File: src/rtl/edge_generator_if.sv
// Event-request / pulse-train bundle for edge_generator.
// EDGE_GEN_OVF_EN adds the sticky overflow flag to the bundle.
interface edge_generator_if #(
    parameter int CNT_W = 4
);
    logic             pulse_in;
    logic             data_out;
    logic             busy;
    logic [CNT_W-1:0] pending;
`ifdef EDGE_GEN_OVF_EN
    logic             overflow;

    modport master (output pulse_in, input data_out, busy, pending, overflow);
    modport slave  (input pulse_in, output data_out, busy, pending, overflow);
`else
    modport master (output pulse_in, input data_out, busy, pending);
    modport slave  (input pulse_in, output data_out, busy, pending);
`endif
endinterface

File: src/rtl/edge_generator.sv
// Turns single-cycle event requests into pulses with guaranteed high/low time,
// replaying a counted backlog. EDGE_GEN_OVF_EN adds a sticky overflow output.
//
// state | meaning
// IDLE  | no pulse in flight, waiting for an event
// HIGH  | data_out held high for HIGH_CYC cycles
// LOW   | data_out held low for LOW_CYC cycles before the next pulse may start
module edge_generator #(
    parameter int HIGH_CYC = 3,
    parameter int LOW_CYC  = 3,
    parameter int CNT_W    = 4
) (
    input  logic            clk,
    input  logic            rst,
    edge_generator_if.slave ev
);
    localparam int MAX_CYC = (HIGH_CYC > LOW_CYC) ? HIGH_CYC : LOW_CYC;
    localparam int PH_W    = $clog2(MAX_CYC + 1);
    localparam logic [CNT_W-1:0] PEND_MAX  = {CNT_W{1'b1}};
    localparam logic [PH_W-1:0]  HIGH_LOAD = PH_W'(HIGH_CYC - 1);
    localparam logic [PH_W-1:0]  LOW_LOAD  = PH_W'(LOW_CYC - 1);

    typedef enum logic [1:0] {
        IDLE = 2'd0,
        HIGH = 2'd1,
        LOW  = 2'd2
    } state_t;

    state_t           state_q, state_d;
    logic [PH_W-1:0]  phase_q, phase_d;
    logic [CNT_W-1:0] pending_q, pending_d;
    logic             data_q, data_d;
    logic             busy_q, busy_d;
    logic             start;
    logic             take;

    always_ff @(posedge clk) begin
        if (rst) begin
            state_q   <= IDLE;
            phase_q   <= '0;
            pending_q <= '0;
            data_q    <= 1'b0;
            busy_q    <= 1'b0;
        end else begin
            state_q   <= state_d;
            phase_q   <= phase_d;
            pending_q <= pending_d;
            data_q    <= data_d;
            busy_q    <= busy_d;
        end
    end

    // Phase counter counts down and reloads on every state entry; 0 marks the last cycle.
    always_comb begin
        state_d = state_q;
        phase_d = phase_q;
        take    = 1'b0;
        start   = ev.pulse_in | (pending_q != '0);
        case (state_q)
            IDLE: begin
                if (start) begin
                    state_d = HIGH;
                    phase_d = HIGH_LOAD;
                    take    = 1'b1;
                end
            end
            HIGH: begin
                if (phase_q == '0) begin
                    state_d = LOW;
                    phase_d = LOW_LOAD;
                end else begin
                    phase_d = phase_q - PH_W'(1);
                end
            end
            LOW: begin
                if (phase_q == '0) begin
                    if (start) begin
                        state_d = HIGH;
                        phase_d = HIGH_LOAD;
                        take    = 1'b1;
                    end else begin
                        state_d = IDLE;
                        phase_d = '0;
                    end
                end else begin
                    phase_d = phase_q - PH_W'(1);
                end
            end
            default: begin
                state_d = IDLE;
                phase_d = '0;
            end
        endcase
    end

    // A pulse taken from the backlog frees one slot, which a same-cycle request refills.
    always_comb begin
        pending_d = pending_q;
        if (take) begin
            if (pending_q != '0) begin
                pending_d = pending_q - CNT_W'(1) + CNT_W'(ev.pulse_in);
            end
        end else if (ev.pulse_in && (pending_q != PEND_MAX)) begin
            pending_d = pending_q + CNT_W'(1);
        end
        data_d = (state_d == HIGH);
        busy_d = (state_d != IDLE) || (pending_d != '0);
    end

    assign ev.data_out = data_q;
    assign ev.busy     = busy_q;
    assign ev.pending  = pending_q;

`ifdef EDGE_GEN_OVF_EN
    logic drop;
    logic overflow_q, overflow_d;

    assign drop       = !take && ev.pulse_in && (pending_q == PEND_MAX);
    assign overflow_d = overflow_q | drop;

    always_ff @(posedge clk) begin
        if (rst) begin
            overflow_q <= 1'b0;
        end else begin
            overflow_q <= overflow_d;
        end
    end

    assign ev.overflow = overflow_q;
`endif
endmodule
File: src/flat_wrapper.sv
// flat-port wrapper written by rule: the top's interface ports become plain ports
module edge_generator_flat 
#(
    parameter int HIGH_CYC = 3,
    parameter int LOW_CYC  = 3,
    parameter int CNT_W    = 4
)
  (clk, rst, ev_pulse_in, ev_data_out, ev_busy, ev_pending);
  edge_generator_if #(.CNT_W(CNT_W)) ev_i ();
  input  logic clk;
  input  logic rst;
  input wire logic [$bits(ev_i.pulse_in)-1:0] ev_pulse_in;
  output wire logic [$bits(ev_i.data_out)-1:0] ev_data_out;
  output wire logic [$bits(ev_i.busy)-1:0] ev_busy;
  output wire logic [$bits(ev_i.pending)-1:0] ev_pending;
  assign ev_i.pulse_in = ev_pulse_in;
  assign ev_data_out = ev_i.data_out;
  assign ev_busy = ev_i.busy;
  assign ev_pending = ev_i.pending;
  edge_generator #(.HIGH_CYC(HIGH_CYC), .LOW_CYC(LOW_CYC), .CNT_W(CNT_W)) u_core (.clk(clk), .rst(rst), .ev(ev_i));
endmodule
File: config.mk
export PLATFORM = sky130hd
export DESIGN_NAME = edge_generator_flat
export DESIGN_NICKNAME = d
export VERILOG_FILES = /design/src/rtl/edge_generator_if.sv /design/src/rtl/edge_generator.sv /design/src/flat_wrapper.sv
export SDC_FILE = /design/constraint.sdc
export NUM_CORES = 1
export LEC_CHECK = 0
export CORE_AREA = 3 3 43 45
export CTS_CLUSTER_SIZE = 28
export DETAILED_ROUTE_END_ITERATION = 12
export DIE_AREA = 0 0 46 48
export PLACE_DENSITY = 0.74
export SYNTH_ARGS = -nofsm -noshare
export SYNTH_HDL_FRONTEND = slang
export SYNTH_SLANG_ARGS = --single-unit
export TNS_END_PERCENT = 30
File: constraint.sdc
create_clock -name clk -period 2 [get_ports clk]
set_input_delay 0.4 -clock clk [delete_from_list [all_inputs] [get_ports clk]]
set_output_delay 0.4 -clock clk [all_outputs]
set_load 0.005 [all_outputs]
==> impl_metrics.json <==
{
  "status": "completed",
  "required_ns": 2.12,
  "grtUsageTotal_pct": 14.74,
  "yosysMostFrequentCell": "nor2_1",
  "nNetsFinal": 105,
  "postSynthCellCount": 77,
  "fp.dieW_um": 46,
  "crit_type": "reg -> reg",
  "ios": 9,
  "synth_top_cell_by_area": "dfxtp_1",
  "synthTopCellsByCount": "12 x nor2_1, 10 x dfxtp_1, 7 x ha_1, 7 x inv_1, 5 x nand2_1",
  "dp.cells": 106,
  "cp-end-kind": "register",
  "syn-cell-area_um2": 699.4,
  "setup-tns-final_ns": 0,
  "core-area_um2": 1506,
  "grt_pass1_wl_mm": 2.304,
  "synth-async-reset-ratio_pct": 0,
  "synthTopCellsByArea": "dfxtp_1 29%, ha_1 13%, nor2_1 6.4%",
  "overflow": 0,
  "min_path_type": "reg -> reg",
  "fillers": 127,
  "cellLeakagePower_nw": 0.3689,
  "clock_latency_ns": 0.25,
  "die-height_um": 48,
  "synth.net_count": 87,
  "worstPathArrival_ns": 1.96,
  "first_pass_iters": 4,
  "dp_hpwl_mm": 1.156,
  "finalHoldViolCount": 0,
  "initial_core_util_pct": 46.43,
  "antenna_found_initial": 0,
  "syn2layout_area_growth_pct": 21.82,
  "finalSetupViolCount": 0,
  "ys_warn_count": 0,
  "ir_worst_vdd_mv": 0.6355,
  "gp_congestion": 0.9080,
  "drc": 0,
  "regArea_um2": 200.2,
  "synthDistinctLibCells": 30,
  "cts_tree": "built",
  "grt_max_degree": 17,
  "finalCritPeriodShare_pct": 92.03,
  "crit_fanout": 6,
  "synth_top_cell_area_share_pct": 28.62,
  "row_count": 14,
  "setup_ws_ns": 0.1594,
  "numClockSinks": 10,
  "fin_hold_ws_ns": 0.5805,
  "powerDensity_nw_per_um2": 1420,
  "cts_setup_buffers": 0,
  "ys_seq_elements": 10,
  "syn_avg_cell_area_um2": 9.083,
  "routed_via_density": 5.413,
  "layout-drive-gt1-share_pct": 20.43,
  "cts_resized": 0,
  "drv_cap": 0,
  "clock_skew_ns": 0.001273,
  "clkTransAtPathRegs_ns": 0.06,
  "clockBufferDepth": 2,
  "postCtsHoldBufs": 0,
  "yosysSeqAreaShare_pct": 28.62,
  "fmax_ghz": 0.5433,
  "synthFlopType": "dfxtp_1",
  "multi_input_area_um2": 442.9,
  "worst_pin_slew_ns": 0.4749,
  "period_needed_ns": 1.841,
  "grt_pass1_vias": 554,
  "port_buffers": 8,
  "htree_num_levels": 1,
  "wl_per_cell_um": 13.00,
  "clockRootBuffer": "clkbuf_4",
  "place_ws_ns": 0.05096,
  "power.total_w": 0.001210,
  "slew_headroom_pct": 68.29,
  "diodes": 0,
  "startpoint_type": "register",
  "drtIter0Drc": 12,
  "wl_mm": 1.417,
  "synth-edff-count": 0,
  "ant_nets": 0,
  "rsz0062_at_grt": "no",
  "maxSlewViolCount": 0,
  "dr_total_vias": 590,
  "cts-buffers-inserted": 3,
  "final_cells": 109,
  "die_area_um2": 2208
}
-- critical path, cell delays in order (launching register included) --
cell and delay [ns]:
dfxtp_1 0.47, inv_1 0.11, ha_1 0.22, nor3b_2 0.18, nor3_2 0.34, o2bb2a_4 0.20, o31ai_4 0.06, a41oi_2 0.13
-- sequential cells by signal, summed over array words and instances, names as in the netlist --
name	cells
u_core.phase_q	2
u_core.ev.busy	1
u_core.state_q	2
u_core.ev.pending	4
u_core.ev.data_out	1
-- kinds of logic (layout without fill, tap and decap cells) --
group	Yosys count	count (layout)	share of synthesized area, %
and+or+nand+nor	26	26	18.79
AOI/OAI and AO/OA	20	20	26.48
DFF	10	10	28.62
buffers and inverters	10	26	8.051
adders and majority gates	7	7	12.52
xor gates and xnor gates	2	2	2.505
muxes	2	2	3.041
-- through the flow --
stage / instance area [um2] / util, %
2_1_floorplan: 699.4 / -
3_3_place_gp: 829.5 / 55.07
3_5_place_dp: 829.5 / 55.07
4_1_cts: 852.1 / 56.56
5_1_grt: 852.1 / 56.56
6_report: 852.1 / 56.56
-- final cells by class --
class	count	area share, %
inverters	7	3.084
repair buffers	16	16.45
multi-input cells	57	51.98
well taps	16	2.349
clock buffers	3	2.643
flip-flops and latches	10	23.49
-- path summary, 6_finish.rpt --
kind | from | end | slack [ns] | cells past startpoint
max reg2reg | u_core.ev.pending[0]$_SDFF_PP0_ | u_core.ev.busy$_SDFF_PP0_ | 0.16 | 7
min | u_core.phase_q[0]$_SDFFE_PP0P_ | u_core.phase_q[0]$_SDFFE_PP0P_ | 0.58 | 2
min reg2reg | u_core.phase_q[0]$_SDFFE_PP0P_ | u_core.phase_q[0]$_SDFFE_PP0P_ | 0.58 | 2
max | u_core.ev.pending[0]$_SDFF_PP0_ | u_core.ev.busy$_SDFF_PP0_ | 0.16 | 7
-- report_power, final --
group / switching [W] / leakage, nW / internal (W)
Clock: 0.0000567 / 0.0138 / 0.0000688
Combinational: 0.000335 / 0.272 / 0.000370
Sequential: 0.000109 / 0.0828 / 0.000271
Total: 0.000501 / 0.369 / 0.000709
-- layout by cell type (no fill, tap or decap), drive strengths merged, types with 2 or more instances in the layout --
cell and instances:
nand2 5, dfxtp 10, a21oi 3, nor2 12, ha 7, nand3 2
o21ai 3, inv 7, clkbuf 3, a32oi 2, clkdlybuf4s50 8, a311oi 2
buf 8, a2111oi 3, o211a 2
-- layer usage --
layer,vias to the layer above,share of wire (%),track usage (%)
met5,-,0,0
met4,0,0.71,8.523
met3,2,3.8,4.135
met2,12,48,23.35
met1,262,47,17.78
li1,314,-,-
(Power assumes the default switching activity.)
